File: config.mk
export PLATFORM = sky130hd
export DESIGN_NAME = fifo_step_player_flat
export DESIGN_NICKNAME = d
export VERILOG_FILES = /design/src/rtl/fifo_step_player_pkg.sv /design/src/rtl/fifo_step_player_if.sv /design/src/rtl/fifo_step_player_step_pulse_timer.sv /design/src/rtl/fifo_step_player.sv /design/src/flat_wrapper.sv
export SDC_FILE = /design/constraint.sdc
export NUM_CORES = 1
export LEC_CHECK = 0
export ABC_AREA = 0
export BUFFER_PORTS_ARGS = -buffer_cell sky130_fd_sc_hd__buf_2
export CAP_MARGIN = 20
export CORE_MARGIN = 2
export CORE_UTILIZATION = 37
export DETAILED_ROUTE_END_ITERATION = 7
export PLACE_DENSITY_LB_ADDON = 0.08
export SLEW_MARGIN = 25
export SYNTH_ARGS = -nofsm -noshare
export SYNTH_HDL_FRONTEND = slang
export SYNTH_SLANG_ARGS = --single-unit
export TNS_END_PERCENT = 10
File: constraint.sdc
create_clock -name clk -period 2.7 [get_ports clk]
set_clock_uncertainty 0.2 [all_clocks]
set_input_delay 0.135 -clock clk [delete_from_list [all_inputs] [get_ports clk]]
set_output_delay 0.135 -clock clk [all_outputs]
set_load 0.02 [all_outputs]
File: src/rtl/fifo_step_player_pkg.sv
// Shared definitions for the FIFO-driven step player: FSM encoding and
// FIFO word field helpers.
package step_player_defs;

  typedef enum logic [2:0] {
    IDLE  = 3'd0,
    FETCH = 3'd1,
    LATCH = 3'd2,
    DELAY = 3'd3,
    PULSE = 3'd4
  } state_t;

  // The MSB of a FIFO word is the direction; the rest is the delay.
  function automatic int dir_bit_of(input int data_width);
    return data_width - 1;
  endfunction

  function automatic int delay_msb_of(input int data_width);
    return data_width - 2;
  endfunction

  // Counter must hold both the largest delay and a PULSE_WIDTH of up to 255.
  function automatic int cnt_width_of(input int data_width);
    return (data_width - 1 > 8) ? data_width - 1 : 8;
  endfunction

endpackage

File: src/rtl/fifo_step_player_if.sv
// Read-side handshake between the motion command FIFO and the step player.
interface fifo_step_player_if #(
  parameter int DATA_WIDTH = 8
);
  logic                  fifo_empty;
  logic [DATA_WIDTH-1:0] fifo_data;
  logic                  fifo_read;

  modport master (input fifo_empty, input fifo_data, output fifo_read);
  modport slave  (output fifo_empty, output fifo_data, input fifo_read);
endinterface

File: src/rtl/fifo_step_player_step_pulse_timer.sv
// Loadable down-counter shared by the DELAY and PULSE phases; last flags
// the final cycle of the loaded interval.
module step_pulse_timer #(
  parameter int WIDTH = 8
) (
  input  logic             clk,
  input  logic             reset,
  input  logic             load,
  input  logic [WIDTH-1:0] load_value,
  input  logic             dec,
  output logic             last
);

  logic [WIDTH-1:0] count_reg;

  always_ff @(posedge clk or negedge reset) begin
    if (!reset) begin
      count_reg <= '0;
    end else if (load) begin
      count_reg <= load_value;
    end else if (dec && count_reg != '0) begin
      count_reg <= count_reg - 1'b1;
    end
  end

  assign last = (count_reg == WIDTH'(1));

endmodule

File: src/rtl/fifo_step_player.sv
// Pops motion entries from the command FIFO and emits one timed step pulse
// per entry. Optional position counter: define STEP_PLAYER_POSITION_EN.
module fifo_step_player
  import step_player_defs::*;
#(
  parameter int DATA_WIDTH  = 8,
  parameter int PULSE_WIDTH = 4
`ifdef STEP_PLAYER_POSITION_EN
  , parameter int POS_WIDTH = 32
`endif
) (
  input  logic               clk,
  input  logic               reset,
  input  logic               enable,
  fifo_step_player_if.master fifo,
  output logic               step,
  output logic               dir,
  output logic               busy,
  output logic               underrun,
  input  logic               underrun_clear
`ifdef STEP_PLAYER_POSITION_EN
  , output logic signed [POS_WIDTH-1:0] position
  , input  logic                        position_load
  , input  logic        [POS_WIDTH-1:0] position_value
`endif
);

  localparam int DIR_BIT   = dir_bit_of(DATA_WIDTH);
  localparam int DELAY_MSB = delay_msb_of(DATA_WIDTH);
  localparam int CNT_W     = cnt_width_of(DATA_WIDTH);

  state_t             state_reg, state_next;
  logic               dir_reg, step_reg, underrun_reg;
  logic               timer_load, timer_dec, timer_last, underrun_set;
  logic [CNT_W-1:0]   timer_value;
  logic [CNT_W-1:0]   delay_value;

  // A zero delay still spends one cycle in DELAY.
  assign delay_value = (fifo.fifo_data[DELAY_MSB:0] == '0) ? CNT_W'(1)
                                                           : CNT_W'(fifo.fifo_data[DELAY_MSB:0]);

  always_comb begin
    state_next   = state_reg;
    timer_load   = 1'b0;
    timer_dec    = 1'b0;
    timer_value  = delay_value;
    underrun_set = 1'b0;
    case (state_reg)
      IDLE:  if (enable && !fifo.fifo_empty) state_next = FETCH;
      FETCH: state_next = LATCH;
      LATCH: begin
        timer_load = 1'b1;
        state_next = DELAY;
      end
      DELAY: begin
        if (timer_last) begin
          timer_load  = 1'b1;
          timer_value = CNT_W'(PULSE_WIDTH);
          state_next  = PULSE;
        end else begin
          timer_dec = 1'b1;
        end
      end
      PULSE: begin
        if (timer_last) begin
          if (enable && !fifo.fifo_empty) begin
            state_next = FETCH;
          end else begin
            underrun_set = enable;
            state_next   = IDLE;
          end
        end else begin
          timer_dec = 1'b1;
        end
      end
      default: state_next = IDLE;
    endcase
  end

  always_ff @(posedge clk or negedge reset) begin
    if (!reset) begin
      state_reg    <= IDLE;
      dir_reg      <= 1'b0;
      step_reg     <= 1'b0;
      underrun_reg <= 1'b0;
    end else begin
      state_reg <= state_next;
      // Registered so step mirrors the PULSE state without decode glitches.
      step_reg  <= (state_next == PULSE);
      if (state_reg == LATCH) dir_reg <= fifo.fifo_data[DIR_BIT];
      if (underrun_set)        underrun_reg <= 1'b1;
      else if (underrun_clear) underrun_reg <= 1'b0;
    end
  end

  step_pulse_timer #(
    .WIDTH (CNT_W)
  ) u_timer (
    .clk        (clk),
    .reset      (reset),
    .load       (timer_load),
    .load_value (timer_value),
    .dec        (timer_dec),
    .last       (timer_last)
  );

  assign fifo.fifo_read = (state_reg == FETCH);
  assign busy           = (state_reg != IDLE);
  assign step           = step_reg;
  assign dir            = dir_reg;
  assign underrun       = underrun_reg;

`ifdef STEP_PLAYER_POSITION_EN
  logic signed [POS_WIDTH-1:0] position_reg;

  // Counts on entry to PULSE so the position moves together with step rising.
  always_ff @(posedge clk or negedge reset) begin
    if (!reset) begin
      position_reg <= '0;
    end else if (position_load) begin
      position_reg <= position_value;
    end else if (state_reg != PULSE && state_next == PULSE) begin
      position_reg <= dir_reg ? position_reg + 1'b1 : position_reg - 1'b1;
    end
  end

  assign position = position_reg;
`endif

endmodule

File: src/flat_wrapper.sv
// flat-port wrapper written by rule: the top's interface ports become plain ports
module fifo_step_player_flat import step_player_defs::*;
#(
  parameter int DATA_WIDTH  = 8,
  parameter int PULSE_WIDTH = 4

)
  (clk, reset, enable, step, dir, busy, underrun, underrun_clear, fifo_fifo_empty, fifo_fifo_data, fifo_fifo_read);
  fifo_step_player_if #(.DATA_WIDTH(DATA_WIDTH)) fifo_i ();
  input  logic clk;
  input  logic reset;
  input  logic enable;
  output logic step;
  output logic dir;
  output logic busy;
  output logic underrun;
  input  logic underrun_clear;
  input wire logic [$bits(fifo_i.fifo_empty)-1:0] fifo_fifo_empty;
  input wire logic [$bits(fifo_i.fifo_data)-1:0] fifo_fifo_data;
  output wire logic [$bits(fifo_i.fifo_read)-1:0] fifo_fifo_read;
  assign fifo_i.fifo_empty = fifo_fifo_empty;
  assign fifo_i.fifo_data = fifo_fifo_data;
  assign fifo_fifo_read = fifo_i.fifo_read;
  fifo_step_player #(.DATA_WIDTH(DATA_WIDTH), .PULSE_WIDTH(PULSE_WIDTH)) u_core (.clk(clk), .reset(reset), .enable(enable), .fifo(fifo_i), .step(step), .dir(dir), .busy(busy), .underrun(underrun), .underrun_clear(underrun_clear));
endmodule
# Yosys cells after proc, flatten, opt, wreduce, memory -nomap -nowiden
# Index checks and enable logic that the tools add are counted.
# W data, S select, Z words.
# totals
output_inout_bits	5
wordCells	41
regBits	14
# op_classes
n_mux	19
addsub	1
eq_ne	6
reduce_logical	10
# ops
operator	n
$mux W8	4
$pmux W3 S5	1
$mux W1	9
$mux W3	3
$eq A8 B1 Y1 const B	1
$reduce_bool A8 Y1	1
$sub A8 B1 Y8 const B	1
$logic_not A7 Y1	1
$mux W7	1
$eq A3 B2 Y1 const B	2
$eq A3 B3 Y1 const B	2
$reduce_bool A2 Y1	2
$eq A3 B1 Y1 const B	1
$logic_not A3 Y1	1
$reduce_bool A3 Y1	1
$logic_and A1 B1 Y1	2
$pmux W1 S2	1
$reduce_or A2 Y1	1
$logic_not A1 Y1	1

# Longest topological paths before layout
# logic_depth
depth_word	6
ltp_mapped	8

# By module
# From an unflattened synthesis, not the netlist that was laid out.
# unflattened
hier_cells	107
area_unflattened_um2	947.2
# by_module_without_submodules
module	area_each_um2	n_inst	cells_per_inst
step_pulse_timer	574.3	1	64
fifo_step_player	372.9	1	43

# Least setup slack after synthesis
# Ideal clock, no wire load.
# synth_path
path_type	reg2reg
start	register u_core.u_timer.count_reg[4]
end	register u_core.u_timer.count_reg[0]
stages_incl_launch_ff	6
period_less_slack_ps	2040
path_slack_ps	660
t_required_ps	2375
path_buffers	1
t_arrival_ps	1716
path_cell_list	dfrtp_1 > or3_4 > a211o_1 > o211ai_2 > buf_2 > mux2_2
# synth_via
elab_chain_len	5
elab_cells_between_ends	11
cone_classes	eq/ne: 1; mux: 7; reduce/logical: 3
# synth_rtl
item	line_no	rtl
from (decl)	fifo_step_player_step_pulse_timer.sv:14	logic [WIDTH-1:0] count_reg;
from (signal assigned)	fifo_step_player_step_pulse_timer.sv:20	count_reg <= load_value;
from (signal assigned)	fifo_step_player_step_pulse_timer.sv:22	count_reg <= count_reg - 1'b1;
$eq A8 B1 Y1	fifo_step_player_step_pulse_timer.sv:26	assign last = (count_reg == WIDTH'(1));
$mux W1	fifo_step_player.sv:56, fifo_step_player.sv:65	
$mux W1	--	
$logic_and A1 B1 Y1	fifo_step_player_step_pulse_timer.sv:21	end else if (dec && count_reg != '0) begin
$reduce_bool A2 Y1 (no source line)	--	
# Parallel ways exist; a longest one is shown, timed or not.
# A chain may end at the register's enable or synchronous reset.

# Worst setup path in the final report
# layout_path
start	register u_core.u_timer.count_reg[4]
end	register u_core.state_reg[0]
# layout_via
elab_chain_len	3
elab_cells_between_ends	4
cone_classes	eq/ne: 1; mux: 3
# layout_rtl
item	line_no	rtl
$eq A8 B1 Y1 *	fifo_step_player_step_pulse_timer.sv:26	
$mux W3 (on tied branches)	fifo_step_player.sv:65, fifo_step_player.sv:56	
$pmux W3 S5 *	fifo_step_player.sv:48	case (state_reg)
via u_core.state_next[0]	fifo_step_player.sv:32	state_t state_reg, state_next;
to (signal assigned)	fifo_step_player.sv:87	state_reg <= state_next;
to (decl)	fifo_step_player.sv:32	
# Mark *: on every way through the listed nets, which the timed path passes. The rest lies on a longest branch.

==> flow_summary.json <==
{
  "ys_seq_area_frac": 0.415,
  "slew_headroom": 0.586,
  "required_ps": 2680,
  "die_y_um": 51.7,
  "dp_hpwl_um": 1380,
  "clockBufferDepth": 2,
  "vdd_ir_drop_max_mv": 0.453,
  "hold_depth": 4,
  "max_freq_mhz": 413,
  "start_util": 0.385,
  "gr-total-overflow": 0,
  "cts-root-buf": "clkbuf_4",
  "clk_latency_ps": 280,
  "rr_worst_depth": 6,
  "routed_wl_um": 1950,
  "cts_tree": "done",
  "io_buffers": 17,
  "ys_ff_latch": 14,
  "row_count": 17,
  "drive_above_1_share": 0.242,
  "synth_area_leaders": "dfrtp_1 42%, ha_1 4.5%, a21oi_1 4.2%",
  "drt_iter0_drc": 12,
  "drc_errors": 0,
  "io_pins": 18,
  "avgSynthCellArea_sq_um": 9.17,
  "first_pass_iters": 4,
  "worstSetupPathType": "flop to flop",
  "tightest_slew_ps": 620,
  "syn-num-nets": 108,
  "hold_class": "primary input to flop",
  "diodes": 0,
  "fill_cells": 216,
  "grt_pass1_vias": 781,
  "hold_viol": 0,
  "syn_inst": 92,
  "synth.top_cell.area_share": 0.415,
  "timing.final.crit_share": 0.896,
  "syn_to_final_growth_pct": 29.5,
  "cts.clk_slew.worst_paths_ps": 90,
  "p_leak_nw": 0.465,
  "min_period_ps": 2420,
  "final_max_slew_viol_count": 0,
  "ys.warnings.count": 0,
  "place_congestion": 0.834,
  "largest_register_ffs": 8,
  "synth_area_sq_um": 843,
  "wl_per_cell_um": 13.2,
  "gr-usage-all-layers": 0.170,
  "seqCellArea_sq_um": 350,
  "final.setup.tns_ps": 0,
  "cp.arrival_ps": 2400,
  "dp_slack_ps": 442,
  "worst-path-max-fanout": 6,
  "crit_path_start_kind": "flop",
  "timing.final.ws_setup_ps": 280,
  "grt_max_degree": 16,
  "grt_pass1_wl_um": 3320,
  "clock-sinks": 14,
  "outcome": "complete, no violations",
  "vias": 805,
  "yosysTopAreaCell": "dfrtp_1",
  "nNetsFinal": 137,
  "endpoint_kind": "flop",
  "setup_viol": 0,
  "h-tree-depth": 1,
  "antenna_found_initial": 0,
  "power-per-cell-area_nw_per_um2": 890,
  "core-area_sq_um": 2190,
  "multi_input_area_sq_um": 459,
  "maxCapViolations": 0,
  "die-area_sq_um": 2680,
  "p_total_uw": 973,
  "avgViaCountPerCell": 5.44,
  "rsz0062_at_grt": "false",
  "die-width_um": 51.7,
  "ys_types": 33,
  "cts_setup_buffers": 0,
  "ant_nets": 0,
  "numCtsBuffers": 3
}
==> timing repair <==
item	4_1_cts	5_1_grt
setup endpoints to repair	0	1
hold endpoints to repair	21	0
hold buffers	10	0
gates resized for setup	0	1
==> logic make-up after synthesis <==
logic type | count (synthesis) | share of synthesized area
AO/OA/AOI/OAI | 30 | 0.248
adder cells (fa/ha/maj) | 3 | 0.0445
buffers and inverters | 10 | 0.0460
flip-flops | 14 | 0.415
multiplexers | 2 | 0.0267
AND/OR/NAND/NOR | 33 | 0.220
==> critical path: stages (launching register included) <==
cell and delay (ps):
dfrtp_1 420, or3_4 410, nor3_2 300, nand2_1 150
a21oi_1 170, o22ai_1 80, dlygate4sd3_1 570
==> synthesized netlist by cell type <==
master and n:
a211o_1 1, a21o_1 1, a21oi_1 7, a221oi_2 1, a31oi_1 2, buf_2 1
clkbuf_1 2, dfrtp_1 14, ha_1 3, inv_1 7, mux2_2 2, nand2_1 8
nand2b_1 1, nand3_1 3, nand3b_1 1, nor2_1 3, nor3_1 3, nor3b_1 2
o211ai_1 2, o211ai_2 1, o21ai_0 4, o21ai_1 1, o221ai_1 1, o22a_1 1
o22ai_1 4, o2bb2a_1 1, o311ai_0 2, o31ai_1 1, or2_2 2, or2b_1 1
or3_1 5, or3_4 1, or4_1 3
==> path summary, 6_finish.rpt <==
| kind | startpoint | endpoint | slack, ps |
|---|---|---|---|
| hold / removal | fifo_fifo_data[0] | u_core.u_timer.count_reg[0]$_DFFE_PN0P_ | 40 |
| setup / recovery | u_core.u_timer.count_reg[4]$_DFFE_PN0P_ | u_core.state_reg[0]$_DFF_PN0_ | 280 |
| setup reg to reg | u_core.u_timer.count_reg[4]$_DFFE_PN0P_ | u_core.state_reg[0]$_DFF_PN0_ | 280 |
| max in group asynchronous | reset | u_core.u_timer.count_reg[5]$_DFFE_PN0P_ | 1980 |
| min in group asynchronous | reset | u_core.state_reg[0]$_DFF_PN0_ | 60 |
| hold reg to reg | u_core.dir$_DFFE_PN0P_ | u_core.dir$_DFFE_PN0P_ | 320 |
==> placed cells by master (no fill, tap or decap), types with 2 or more instances in the layout <==
cell type | Yosys | routed
o22ai_1 | 4 | 4
nand2_1 | 8 | 8
dfrtp_1 | 14 | 14
o311ai_0 | 2 | 2
o21ai_0 | 4 | 4
o211ai_1 | 2 | 2
or4_1 | 3 | 3
a21oi_1 | 7 | 7
nand3_1 | 3 | 3
nor3b_1 | 2 | 2
buf_2 | 1 | 17
inv_1 | 7 | 7
nor3_1 | 3 | 2
nor2_1 | 3 | 3
mux2_2 | 2 | 2
ha_1 | 3 | 3
a31oi_1 | 2 | 2
dlygate4sd3_1 | 0 | 10
or3_1 | 5 | 5
or2_2 | 2 | 2
clkbuf_4 | 0 | 3
==> per-stage QoR <==
step / hold slack, ps / instance area [sq um] / utilization / instances
global placement: -146 / 951 / 0.434 / 134
global route: 42.6 / 1090 / 0.499 / 148
finish: 41.6 / 1090 / 0.499 / 148
floorplan: -361 / 843 / - / 92
CTS: 33.8 / 1090 / 0.496 / 148
detailed placement: -146 / 951 / 0.434 / 134
==> power by group <==
part | switching, mW | total [mW] | internal [mW]
registers | 0.0781 | 0.368 | 0.290
clock network | 0.0688 | 0.151 | 0.0821
logic | 0.241 | 0.453 | 0.212
==> metal layers <==
| layer | wire (um) | up-vias | GRT usage |
|---|---|---|---|
| met5 | 0 | - | 0 |
| met4 | 27 | 0 | 0.0833 |
| met3 | 83 | 4 | 0.0661 |
| met2 | 900 | 14 | 0.265 |
| met1 | 941 | 386 | 0.204 |
| li1 | - | 401 | - |
==> layout make-up <==
| type | count | area share |
|---|---|---|
| Clock buffer | 4 | 0.0332 |
| Inverter | 7 | 0.0241 |
| Multi-Input combinational cell | 68 | 0.420 |
| Sequential cell | 14 | 0.321 |
| Tap cell | 28 | 0.0321 |
| Timing Repair Buffer | 27 | 0.170 |
No activity file was read; power rests on OpenSTA's default activity.
